**src/rtl/net_pkg.sv**
```systemverilog
// Shared IPv4 receive-path types and constants.
// Latency: n/a (declarations only).
// Backpressure: n/a.
//
// Holds the receive FSM state enum and the IPv4 header constants used by the
// network and transport stages.
package net_pkg;

  typedef enum logic [1:0] {
    IDLE    = 2'd0,
    HEADER  = 2'd1,
    PAYLOAD = 2'd2,
    DROP    = 2'd3
  } state_t;

  localparam logic [3:0] IPV4_VER = 4'd4;
  localparam logic [3:0] IHL_MIN  = 4'd5;
  localparam logic [7:0] PROT_TCP = 8'd6;
  localparam logic [7:0] PROT_UDP = 8'd17;

endpackage

```
**src/rtl/ones_comp_fold.sv**
```systemverilog
// One's-complement fold of a 32-bit plain sum down to 16 bits.
// Latency: combinational.
// Backpressure: none.
//
// Ports:
//   sum  - 32-bit plain binary sum of 16-bit halves
//   fold - 16-bit one's-complement result (two end-around folds)
module ones_comp_fold (
  input  logic [31:0] sum,
  output logic [15:0] fold
);

  logic [16:0] s1;

  // The first fold can carry out at most once; the second fold absorbs that
  // carry and cannot overflow again.
  always_comb begin
    s1   = {1'b0, sum[31:16]} + {1'b0, sum[15:0]};
    fold = s1[15:0] + {15'd0, s1[16]};
  end

endmodule

```
**src/rtl/ipv4_rx_layer.sv**
```systemverilog
// IPv4 receive stage: parse/validate the header, strip it and padding, forward the payload.
// Latency: 1 cycle from an accepted payload word to upper_op/upper_data.
// Backpressure: none; downstream must take one word per cycle.
//
// Ports:
//   clk, rst_n                      - clock, async active-low reset
//   rcv_op_st/rcv_op/rcv_op_end     - link-layer word strobes, rcv_data the word
//   local_ip                        - this node's address (quasi-static)
//   upper_op_st/upper_op/upper_op_end, upper_data - payload word stream
//   upper_data_len, prot_type, pseudo_crc_sum,
//   source_addr_o, dest_addr_o      - per-datagram metadata for transport_layer
//   drop_o, len_err_o               - one-cycle event pulses
module ipv4_rx_layer
  import net_pkg::*;
#(
  parameter bit ADDR_FILTER_EN = 1'b1
) (
  input  logic        clk,
  input  logic        rst_n,
  input  logic        rcv_op_st,
  input  logic        rcv_op,
  input  logic        rcv_op_end,
  input  logic [31:0] rcv_data,
  input  logic [31:0] local_ip,
  output logic        upper_op_st,
  output logic        upper_op,
  output logic        upper_op_end,
  output logic [31:0] upper_data,
  output logic [15:0] upper_data_len,
  output logic [7:0]  prot_type,
  output logic [15:0] pseudo_crc_sum,
  output logic [31:0] source_addr_o,
  output logic [31:0] dest_addr_o,
  output logic        drop_o,
  output logic        len_err_o
);

  state_t      state;
  logic [3:0]  hw;
  logic [3:0]  ver_q;
  logic [3:0]  ihl_q;
  logic [15:0] tlen_q;
  logic        mf_q;
  logic [12:0] off_q;
  logic [7:0]  proto_q;
  logic [31:0] src_q;
  logic [31:0] dst_q;
  logic [31:0] hdr_acc;
  logic [14:0] rem;
  logic        first_q;

  logic [3:0]  last_hw;
  logic        hdr_last;
  logic [15:0] ihl_bytes;
  logic [15:0] pay_len;
  logic [31:0] dst_eff;
  logic [31:0] hdr_sum;
  logic [31:0] ps_sum;
  logic [16:0] rem_round;
  logic [15:0] hdr_fold;
  logic [15:0] ps_fold;
  logic        hdr_bad;

  always_comb begin
    // A malformed IHL below the minimum still runs through the fixed
    // 5-word header so the decision point is always after the addresses.
    last_hw   = (ihl_q < IHL_MIN) ? 4'd4 : (ihl_q - 4'd1);
    hdr_last  = (hw == last_hw);
    ihl_bytes = {10'd0, ihl_q, 2'b00};
    pay_len   = tlen_q - ihl_bytes;
    // With no options the destination word is the deciding word itself and
    // has not been registered yet.
    dst_eff   = (hw == 4'd4) ? rcv_data : dst_q;
    hdr_sum   = hdr_acc + {16'd0, rcv_data[31:16]} + {16'd0, rcv_data[15:0]};
    ps_sum    = {16'd0, src_q[31:16]} + {16'd0, src_q[15:0]}
              + {16'd0, dst_eff[31:16]} + {16'd0, dst_eff[15:0]}
              + {24'd0, proto_q} + {16'd0, pay_len};
    rem_round = {1'b0, pay_len} + 17'd3;
    // tlen <= 4*IHL covers both a short total length and an empty payload.
    hdr_bad   = (ver_q != IPV4_VER) || (ihl_q < IHL_MIN) || (tlen_q <= ihl_bytes)
             || (hdr_fold != 16'hFFFF) || mf_q || (off_q != 13'd0)
             || (ADDR_FILTER_EN && (dst_eff != local_ip));
  end

  ones_comp_fold u_hdr_fold (
    .sum  (hdr_sum),
    .fold (hdr_fold)
  );

  ones_comp_fold u_ps_fold (
    .sum  (ps_sum),
    .fold (ps_fold)
  );

  always_ff @(posedge clk or negedge rst_n) begin
    if (!rst_n) begin
      state          <= IDLE;
      hw             <= 4'd0;
      ver_q          <= 4'd0;
      ihl_q          <= 4'd0;
      tlen_q         <= 16'd0;
      mf_q           <= 1'b0;
      off_q          <= 13'd0;
      proto_q        <= 8'd0;
      src_q          <= 32'd0;
      dst_q          <= 32'd0;
      hdr_acc        <= 32'd0;
      rem            <= 15'd0;
      first_q        <= 1'b0;
      upper_op_st    <= 1'b0;
      upper_op       <= 1'b0;
      upper_op_end   <= 1'b0;
      upper_data     <= 32'd0;
      upper_data_len <= 16'd0;
      prot_type      <= 8'd0;
      pseudo_crc_sum <= 16'd0;
      source_addr_o  <= 32'd0;
      dest_addr_o    <= 32'd0;
      drop_o         <= 1'b0;
      len_err_o      <= 1'b0;
    end else begin
      upper_op_st  <= 1'b0;
      upper_op     <= 1'b0;
      upper_op_end <= 1'b0;
      upper_data   <= 32'd0;
      drop_o       <= 1'b0;
      len_err_o    <= 1'b0;

      if (rcv_op && rcv_op_st) begin
        // A start word always restarts parsing; an interrupted payload is
        // reported but its last forwarded word never gets an end strobe.
        ver_q   <= rcv_data[31:28];
        ihl_q   <= rcv_data[27:24];
        tlen_q  <= rcv_data[15:0];
        hdr_acc <= {16'd0, rcv_data[31:16]} + {16'd0, rcv_data[15:0]};
        mf_q    <= 1'b0;
        off_q   <= 13'd0;
        proto_q <= 8'd0;
        src_q   <= 32'd0;
        dst_q   <= 32'd0;
        rem     <= 15'd0;
        first_q <= 1'b0;
        hw      <= 4'd1;
        if ((state == PAYLOAD) || rcv_op_end) len_err_o <= 1'b1;
        state   <= rcv_op_end ? IDLE : HEADER;
      end else if (rcv_op) begin
        case (state)
          HEADER: begin
            hdr_acc <= hdr_sum;
            hw      <= hw + 4'd1;
            case (hw)
              4'd1: begin
                mf_q  <= rcv_data[13];
                off_q <= rcv_data[12:0];
              end
              4'd2: proto_q <= rcv_data[23:16];
              4'd3: src_q   <= rcv_data;
              4'd4: dst_q   <= rcv_data;
              default: ;
            endcase
            if (hdr_last) begin
              upper_data_len <= pay_len;
              prot_type      <= proto_q;
              pseudo_crc_sum <= ps_fold;
              source_addr_o  <= src_q;
              dest_addr_o    <= dst_eff;
              rem            <= rem_round[16:2];
              first_q        <= 1'b1;
              if (hdr_bad) begin
                drop_o <= 1'b1;
                state  <= DROP;
              end else if (rcv_op_end) begin
                len_err_o <= 1'b1;
                state     <= IDLE;
              end else begin
                state <= PAYLOAD;
              end
            end else if (rcv_op_end) begin
              len_err_o <= 1'b1;
              state     <= IDLE;
            end
          end
          PAYLOAD: begin
            upper_op    <= 1'b1;
            upper_data  <= rcv_data;
            upper_op_st <= first_q;
            first_q     <= 1'b0;
            rem         <= rem - 15'd1;
            if ((rem == 15'd1) || rcv_op_end) begin
              upper_op_end <= 1'b1;
              state        <= IDLE;
              if (rem != 15'd1) len_err_o <= 1'b1;
            end
          end
          default: ;
        endcase
      end
    end
  end

endmodule

```
**config.mk**
```make
export PLATFORM = sky130hd
export DESIGN_NAME = ipv4_rx_layer
export DESIGN_NICKNAME = d
export VERILOG_FILES = /design/src/rtl/net_pkg.sv /design/src/rtl/ones_comp_fold.sv /design/src/rtl/ipv4_rx_layer.sv
export SDC_FILE = /design/constraint.sdc
export NUM_CORES = 1
export LEC_CHECK = 0
export BUFFER_PORTS_ARGS = -buffer_cell sky130_fd_sc_hd__buf_2
export CORE_MARGIN = 8
export CORE_UTILIZATION = 30
export CTS_CLUSTER_DIAMETER = 120
export DETAILED_ROUTE_END_ITERATION = 7
export SETUP_SLACK_MARGIN = 0.2
export SLEW_MARGIN = 20
export SYNTH_ARGS = -nofsm -noshare
export SYNTH_HDL_FRONTEND = slang
export SYNTH_HIERARCHICAL = 1
export SYNTH_SLANG_ARGS = --single-unit
```
**constraint.sdc**
```tcl
create_clock -name clk -period 24.6 [get_ports clk]
set_input_delay 2.46 -clock clk [delete_from_list [all_inputs] [get_ports clk]]
set_output_delay 2.46 -clock clk [all_outputs]
set_load 0.02 [all_outputs]
```
* Word level (Yosys, flattened, before mapping)
Index checks and enable logic that the tools add are counted.
Storage, ports and cells: register bits 305, output and inout bits 141, word-level logic and storage cells 153, bits of input ports 69
Cells by class: add/subtract/negate cells 17, muxes and demuxes 71, bitwise gates (word level) 1, eq/ne operators 15, reduce and logical (&&, ||, !) cells 23, magnitude comparators 2
Operator list (count):
- two-way mux 32 bit | 14
- adder 32 x 16 -> 32 bit | 2
- two-way mux 13 bit | 4
- adder 16 x 16 -> 17 bit | 3
- two-way mux 15 bit | 3
- adder 16 x 1 -> 16 bit | 2
- two-way mux 8 bit | 4
- != test 32 bit | 1
- two-way mux 1 bit | 31
- case mux 15 bit (2 select lines) | 1
- adder 20 x 16 -> 21 bit | 1
- adder 19 x 8 -> 20 bit | 1
- adder 18 x 16 -> 19 bit | 1
- adder 17 x 16 -> 18 bit | 1
- adder 16 x 2 -> 17 bit (second input constant) | 1
- adder 5 x 16 -> 17 bit | 1
- <= comparator 16 x 6 -> 1 bit | 1
- two-way mux 4 bit | 4
- != test 16 bit (second input constant) | 1
- subtractor 16 x 6 -> 16 bit | 1
- == test 15 x 1 -> 1 bit (second input constant) | 1
- != test 15 x 1 -> 1 bit (second input constant) | 1
- subtractor 15 x 1 -> 15 bit (second input constant) | 1
- two-way mux 2 bit | 7
- other kinds (24) | 41

* Depth between registers and ports, before layout
Gate-level depths: netlist of the first run.
depth after elaboration 14, gate-level depth with buffers 41, mapped depth without buffers 39

* By module
The synthesis of the first run kept the hierarchy.
By module, submodules not included:
- ipv4_rx_layer | times used 1, seq. area each 7632.3 um2, cells each 1820, area an instance 17646.9 um2
- ones_comp_fold | times used 2, seq. area each 0.0 um2, cells each 128, area an instance 994.7 um2

* Least setup slack after synthesis of the first run
OpenSTA, ideal clock, no wires.
kind input port to flip-flop, start input rcv_data[17], end register pseudo_crc_sum[12], required time 24.475 ns, setup slack 14.781 ns, setup time 0.125 ns, arrival 9.694 ns, path buffers 0, stages on the path 35, cells stage by stage inv_1 > nor2_1 > a21oi_1 > inv_1 > fa_1 > fa_1 > fa_1 > ha_1 > inv_1 > fa_1 > nor2b_1 > o21ai_0 > a21boi_0 > o41a_1 > a211o_1 > a2111o_1 > a31oi_1 > xnor2_1 > ha_1 > fa_1 > a211oi_2 > o211a_1 > nor4_1 > or3_1 > a21oi_2 > nor2b_1 > o21ai_0 > nand2b_1 > ha_1 > ha_1 > and4_1 > and3_1 > and3_1 > xor2_1 > mux2_2
Between the ends: cells in the longest elaborated chain, start to end 7
RTL lines:
- start: declaration | RTL line ipv4_rx_layer.sv:23 | input logic [31:0] rcv_data,
- two-way mux 32 bit
- named net dst_eff[17] | RTL line ipv4_rx_layer.sv:56 | logic [31:0] dst_eff;
- adder 17 x 16 -> 18 bit | RTL line ipv4_rx_layer.sv:76 | + {16'd0, dst_eff[31:16]} + {16'd0, dst_eff[15:0]}
- adder 18 x 16 -> 19 bit | RTL line ipv4_rx_layer.sv:76
- adder 19 x 8 -> 20 bit | RTL line ipv4_rx_layer.sv:77 | + {24'd0, proto_q} + {16'd0, pay_len};
- adder 20 x 16 -> 21 bit | RTL line ipv4_rx_layer.sv:77
- named net ps_sum[16] | RTL line ipv4_rx_layer.sv:58 | logic [31:0] ps_sum;
- adder 5 x 16 -> 17 bit | RTL line ones_comp_fold.sv:18 | s1 = {1'b0, sum[31:16]} + {1'b0, sum[15:0]};
- adder 16 x 1 -> 16 bit | RTL line ones_comp_fold.sv:19 | fold = s1[15:0] + {15'd0, s1[16]};
- named net ps_fold[12] | RTL line ipv4_rx_layer.sv:61 | logic [15:0] ps_fold;
- end signal: assignment | RTL line ipv4_rx_layer.sv:164 | pseudo_crc_sum <= ps_fold;
- end: declaration | RTL line ipv4_rx_layer.sv:31 | output logic [15:0] pseudo_crc_sum,
The timed path passes the listed nets, and every way through them passes these cells. A chain may end at the register's enable or synchronous reset.

* Worst setup path in the final report of the first run
start input rcv_data[1], end register pseudo_crc_sum[12]
Between the ends: cells in the longest elaborated chain, start to end 6
RTL lines (RTL line):
- two-way mux 32 bit
- named net dst_eff[1] | ipv4_rx_layer.sv:56
- adder 18 x 16 -> 19 bit | ipv4_rx_layer.sv:76
- adder 19 x 8 -> 20 bit | ipv4_rx_layer.sv:77
- adder 20 x 16 -> 21 bit | ipv4_rx_layer.sv:77
- named net ps_sum[16] | ipv4_rx_layer.sv:58
- adder 5 x 16 -> 17 bit | ones_comp_fold.sv:18
- adder 16 x 1 -> 16 bit | ones_comp_fold.sv:19
- named net ps_fold[12] | ipv4_rx_layer.sv:61
The timed path passes the listed nets, and every way through them passes these cells.

==> out/qor.csv, run 1 <==
metric,value,unit
1st-pass router iterations,5,
CTS Sinks,305,
Syn Area/Cell,9.459,um2
CTS Buf Count,37,
max-cap viol count,0,
first-pass GRT wire length,104300,um
vias in the first global route,16610,
largest net degree at the start of global routing,115,
Setup TNS,0,ns
CTS tree,done,
Crit Reg-Reg Endpoint,pseudo_crc_sum[12]$_DFFE_PN0P_,
layout cell share with drive strength beyond 1,0.1729,
fin area,0.02295,mm2
CTS resizes,0,
hold_sp,upper_data_len[15]$_DFFE_PN0P_,
P per Cell Area,167.9,mW/mm2
Final HPWL DP,53110,um
fmax,96.49,MHz
routability cong.,0.8938,
Rel. slew slack,0.2906,
Yosys top cell by area,dfrtp_1,
Register-to-Register Path Depth,36,
drt wl/cell,21.68,um
Synth Flop Type,dfrtp_1,
Netlist Area Pre-Place,0.01964,mm2
Skew-Pair Late Insertion Delay,0.57,ns
Post-synth top cells,"305 x dfrtp_1, 299 x nand2_1, 211 x o21ai_0",
clock transition at the registers of the reported paths,0.06,ns
peak supply drop,141.6,uV
"reg-to-reg slack, setup",14.60,ns
CP max FO,5,
r2r startpoint,hw[0]$_DFFE_PN0P_,
port bufs,209,
"most used cell, CP",fa_1,
HP Class,reg2reg,
Syn-to-layout area delta,16.87,%
status,finished clean,
final routed DRC violation total,0,
worst slew pin tran,1.064,ns
cells after synthesis,2076,
"count leader, synth",dfrtp_1,
vias post-DR,16620,
"Req. time, crit path",25.04,ns
clk buf depth,3,
critical path type,in2reg,
hold endpoint,upper_data_len[15]$_DFFE_PN0P_,
sequential area share after synthesis,0.3887,
final wirelength,68800,um
Row Count,94,
async set-reset flop share out of synthesis,1.000,
Core Area,0.06528,mm2
# H-tree levels,2,
Chip Height,271.8,um
placed cell areas,0.02170,mm2
crit share post-route,0.4213,
DIE WIDTH,271.8,um
Post-synth EDFFs,0,
synth unique cells,86,
antenna violations before repair,4,
Synthesis Warnings,6,
IO Pins,210,
Post-CTS Setup Bufs,0,
CP max-delay cell,mux2i_1,
vias per cell,5.236,
"Net count, final",2532,
gr ovfl total,0,
RSZ-0062 raised after global routing,no,
Post-Route Skew,0.03562,ns
GRT Total Usage,0.1811,
final worst path period need,10.36,ns
Worst EP arrival,10.81,ns
Initial Util,0.3008,
endpoints failing setup,0,
Worst Setup End Kind,flip-flop,
Pleak,11.29,nW
first-iteration detailed-routing DRC count,1737,
Final Hold Viols,0,
Yosys top cell area share,0.3887,
hold buffers post-CTS,0,
critical path launch point type,input pin,
Antenna Nets Post-Route,0,
Final Max Tran Viols,0,
"top cells by area, synth","dfrtp_1 39%, fa_1 7.6%, ha_1 6.8%, nand2_1 5.7%, o21ai_0 5.4%",
hold path cells,2,
Clock Tree Root,clkbuf_16,
CP max stage delay,0.63,ns
Yosys reg bits,305,
Die Footprint,0.07390,mm2
## routing by layer
| layer | up-vias | track usage | share of wire |
|---|---|---|---|
| met2 | 602 | 0.2908 | 0.46 |
| met5 | - | 0 | 0.00019 |
| met3 | 132 | 0.03148 | 0.063 |
| met4 | 2 | 0.06418 | 0.036 |
| met1 | 8296 | 0.2447 | 0.44 |
| li1 | 7583 | - | - |
## cells in the final DEF, fill, tap and decap left out, types with 18 or more instances in the layout
cell type / instances
and3_1: 18
buf_4: 23
nor4_1: 20
a31oi_1: 20
buf_2: 208
o21ai_0: 211
nor3_1: 33
ha_1: 107
mux2_2: 54
nand4_1: 21
a21oi_1: 78
xnor2_1: 101
nand2_1: 298
fa_1: 75
o22ai_1: 25
o21a_1: 18
and2_1: 30
nor2_1: 83
inv_1: 161
dfrtp_1: 305
mux2i_1: 30
xor2_1: 53
nand3_1: 33
clkbuf_16: 37
## sequential cells by signal (all words and copies together) (netlist names), 2 cells and up
name and cells:
dest_addr_o 32, dst_q 32, hdr_acc 32, source_addr_o 32, src_q 32, upper_data 32, pseudo_crc_sum 16, tlen_q 16
upper_data_len 16, rem 15, off_q 13, prot_type 8, proto_q 8, hw 4, ihl_q 4, ver_q 4
state 2
## area by class of cell
cell class                 instances  area, um2
fill                            6659      42330
multi-input combinational       1544      11150
sequential                       305       7632
timing repair buffer             232       1229
tap                              864       1081
clock buffer                      51       1059
inverter                         161      604.3
clock inverter                    15      190.2
antenna                            1      2.502
## worst max-delay path, delay by kind of cell
kind	cells	cell delay [ns]
adders and majority gates	9	2.89
xor gates and xnor gates	2	0.22
AOI/OAI and AO/OA	10	2.70
buffers and inverters	3	0.37
muxes	2	0.89
and+or+nand+nor	8	1.26
## cells by family (layout without fill, tap and decap cells)
logic type,count (synthesis),in the layout,synth area share
AO/OA/AOI/OAI,500,500,0.1576
XOR/XNOR,155,155,0.06952
adder cells (fa/ha/maj),182,182,0.1446
buffers and inverters,239,459,0.04722
flip-flops,305,305,0.3887
multiplexers,84,84,0.04626
other,1,14,0.0001910
AND/OR/NAND/NOR,610,610,0.1459
## power by group
| group | total [mW] | switching, mW | internal [mW] |
|---|---|---|---|
| Sequential | 0.685 | 0.0868 | 0.598 |
| Clock | 0.560 | 0.234 | 0.326 |
| Combinational | 2.61 | 1.58 | 1.03 |
| Total | 3.85 | 1.90 | 1.96 |
## stage by stage
stage	power [mW]	hold WS [ns]	utilization	setup WS, ns	instances
after detailed placement	3.252	0.4643	0.3324	13.74	3106
after global placement	3.220	0.4606	0.3324	13.89	3106
after CTS	3.837	0.4798	0.3515	14.35	3172
after floorplan	2.612	0.4418	-	14.78	2088
after global routing	4.174	0.4969	0.3515	13.77	3172
final	3.854	0.4722	0.3516	14.24	3173
## how the worst max path moves through the flow
stage | start | end | slack, ns | cells past startpoint
final | rcv_data[1] | pseudo_crc_sum[12]$_DFFE_PN0P_ | 14.24 | 34
after global routing | rcv_data[1] | pseudo_crc_sum[12]$_DFFE_PN0P_ | 13.77 | 34
after CTS | rcv_data[18] | pseudo_crc_sum[12]$_DFFE_PN0P_ | 14.35 | 34
after detailed placement | rcv_data[18] | pseudo_crc_sum[12]$_DFFE_PN0P_ | 13.74 | 34
after global placement | rcv_data[18] | pseudo_crc_sum[12]$_DFFE_PN0P_ | 13.89 | 34
after floorplan | rcv_data[17] | pseudo_crc_sum[12]$_DFFE_PN0P_ | 14.78 | 35
Note: power is estimated with default switching activity, not from simulation.
==> inputs of run 2 (changes only) <==
- clock period: 24.6 -> 9.83 ns (I/O delays scaled with it)
==> run 2 against run 1 <==
Compared with the run above: first-iteration DRC count decreased by 14%; core utilization increased by 0.39 points; global-route usage increased by 0.12 points; clock-buffer cell count unchanged; flip-flop and latch count unchanged; clock skew decreased by 0.0093 ns; register-to-register slack got worse by 14 ns; critical path depth increased by 1; worst setup slack got worse by 14 ns; combinational power increased to 2.5 times the previous value; cell count increased by 0.79%; critical path type is now reg2reg.
==> out/qor.csv, run 2 (synthesized netlist as in run 1, its figures left out) <==
metric,value,unit,change
max-cap viol count,0,,unchanged
final routed DRC violation total,0,,unchanged
"Req. time, crit path",10.25,ns,was 25.04 ns
Worst EP arrival,9.66,ns,was 10.81 ns
antenna violations before repair,2,,was 4
clock transition at the registers of the reported paths,0.06,ns,about the same
Placement Setup Slack,0.4094,ns,was 13.74 ns
Syn-to-layout area delta,18.17,%,was 16.87%
Rel. slew slack,0.3148,,was 0.2906
routability cong.,0.9328,,was 0.8938
critical path type,reg2reg,,was in2reg
CP max-delay cell,fa_1,,was mux2i_1
CP top delay family,adder cells,,unchanged
Clock Tree Root,clkbuf_16,,unchanged
Skew-Pair Late Insertion Delay,0.56,ns,was 0.57 ns
Worst Setup End Kind,flip-flop,,unchanged
Core Area,0.06528,mm2,unchanged
Final Hold Viols,0,,unchanged
# H-tree levels,2,,unchanged
Antenna Nets Post-Route,0,,unchanged
Final Max Tran Viols,0,,unchanged
endpoints failing setup,0,,unchanged
peak supply drop,372.3,uV,was 141.6 uV
first-pass GRT wire length,104000,um,was 104300 um
CTS Buf Count,37,,unchanged
crit share post-route,0.9402,,
P per Cell Area,417.5,mW/mm2,was 167.9 mW/mm2
vias in the first global route,16510,,was 16610
hold buffers post-CTS,0,,unchanged
RSZ-0062 raised after global routing,no,,unchanged
grt met2 use,0.2943,,was 0.2908
gr busiest metal,met2,,unchanged
final worst path period need,9.242,ns,
"commonest non-fill, non-tap cell in the layout",dfrtp_1,,unchanged
first-iteration detailed-routing DRC count,1494,,was 1737
Initial Util,0.3008,,unchanged
status,finished clean,,unchanged
vias per cell,5.154,,was 5.236
final wirelength,69300,um,was 68800 um
CP max stage delay,0.50,ns,was 0.63 ns
setup ws final,0.5878,ns,was 14.24 ns
port bufs,209,,unchanged
DIE WIDTH,271.8,um,unchanged
Die Footprint,0.07390,mm2,unchanged
largest net degree at the start of global routing,158,,was 115
GRT Total Usage,0.1824,,was 0.1811
M1 GR Usage,0.2437,,was 0.2447
Post-Route Skew,0.02637,ns,was 0.03562 ns
fmax,108.2,MHz,
drt wl/cell,21.67,um,was 21.68 um
Final HPWL DP,53520,um,was 53110 um
worst slew pin tran,1.028,ns,was 1.064 ns
Setup TNS,0,ns,unchanged
"Net count, final",2558,,was 2532
critical path launch point type,flip-flop,,was input pin
GRT met3 Usage,0.03271,,was 0.03148
Chip Height,271.8,um,unchanged
layout cell share with drive strength beyond 1,0.1856,,was 0.1729
CP Buf/Inv Count,3,,unchanged
CP max FO,12,,was 5
HP Class,in2async,,was reg2reg
CTS Sinks,305,,unchanged
clk buf depth,3,,unchanged
gr ovfl total,0,,unchanged
Total Power,9.687,mW,was 3.854 mW
1st-pass router iterations,6,,was 5
Row Count,94,,unchanged
CTS tree,done,,unchanged
Pleak,11.42,nW,was 11.29 nW
IO Pins,210,,unchanged
most frequent cells in the layout,"304 x dfrtp_1, 298 x nand2_1, 211 x o21ai_0",,"was 305 x dfrtp_1, 298 x nand2_1, 211 x o21ai_0"
vias post-DR,16480,,was 16620
run 2: changes by cell type in the layout (fill, tap and decap cells not counted), sizes merged:
cell / before / now
clkinv: 12 / 8
nand3b: 1 / 2
buf: 232 / 257
clkinvlp: 1 / 2
inv: 161 / 163
run 2: worst paths after layout:
path	depth (start not counted)	end	slack (ns)	startpoint
setup / recovery	35	pseudo_crc_sum[12]$_DFFE_PN0P_	0.59	hw[0]$_DFFE_PN0P_
hold / removal	1	source_addr_o[31]$_DFFE_PN0P_	0.47	rst_n
setup reg to reg	35	pseudo_crc_sum[12]$_DFFE_PN0P_	0.59	hw[0]$_DFFE_PN0P_
hold reg to reg	2	dest_addr_o[30]$_DFFE_PN0P_	0.47	dest_addr_o[30]$_DFFE_PN0P_
max in group asynchronous	3	upper_data[17]$_DFF_PN0_	7.35	rst_n
min in group clk	2	dest_addr_o[30]$_DFFE_PN0P_	0.47	dest_addr_o[30]$_DFFE_PN0P_
run 2: timing repair:
item	in CTS	in global routing
setup endpoints to repair	0	4
resized for setup	0	11
buffers inserted	0	6
run 2: layout make-up:
type	instances	area [um2]
timing repair buffer	257	1433
antenna	1	2.502
clock inverter	14	132.6
tap	864	1081
sequential	305	7634
fill	6625	42070
clock buffer	51	1101
multi-input combinational	1545	11220
inverter	161	604.3
run 2: stage by stage:
| step | instances | cell area, um2 | utilization | hold WS [ns] |
|---|---|---|---|---|
| final | 3198 | 23200 | 0.3555 | 0.4709 |
| after global routing | 3197 | 23200 | 0.3554 | 0.4943 |
| after CTS | 3190 | 23090 | 0.3537 | 0.4780 |
| after detailed placement | 3125 | 21850 | 0.3348 | 0.4655 |
| after global placement | 3125 | 21850 | 0.3348 | 0.4544 |
| after floorplan | 2088 | 19680 | - | 0.4418 |
run 2: metal layers:
layer	vias to the layer above	share of wire
li1	7641	-
met5	-	0.00016
met2	597	0.46
met1	8118	0.43
met4	2	0.040
met3	124	0.068
run 2: worst register-to-register path, delay by kind of cell (launching register included):
family,cells,cell delay [ns]
compound gates,10,2.65
fa+ha+maj,9,3.21
flops,1,0.46
buf+inv,3,0.46
xor+xnor,2,0.22
simple gates,9,1.58
mux,2,0.55
run 2: power breakdown:
part | switching (mW) | internal [mW]
combinational | 3.97 | 2.61
clock | 0.568 | 0.837
sequential | 0.215 | 1.50
total | 4.75 | 4.94
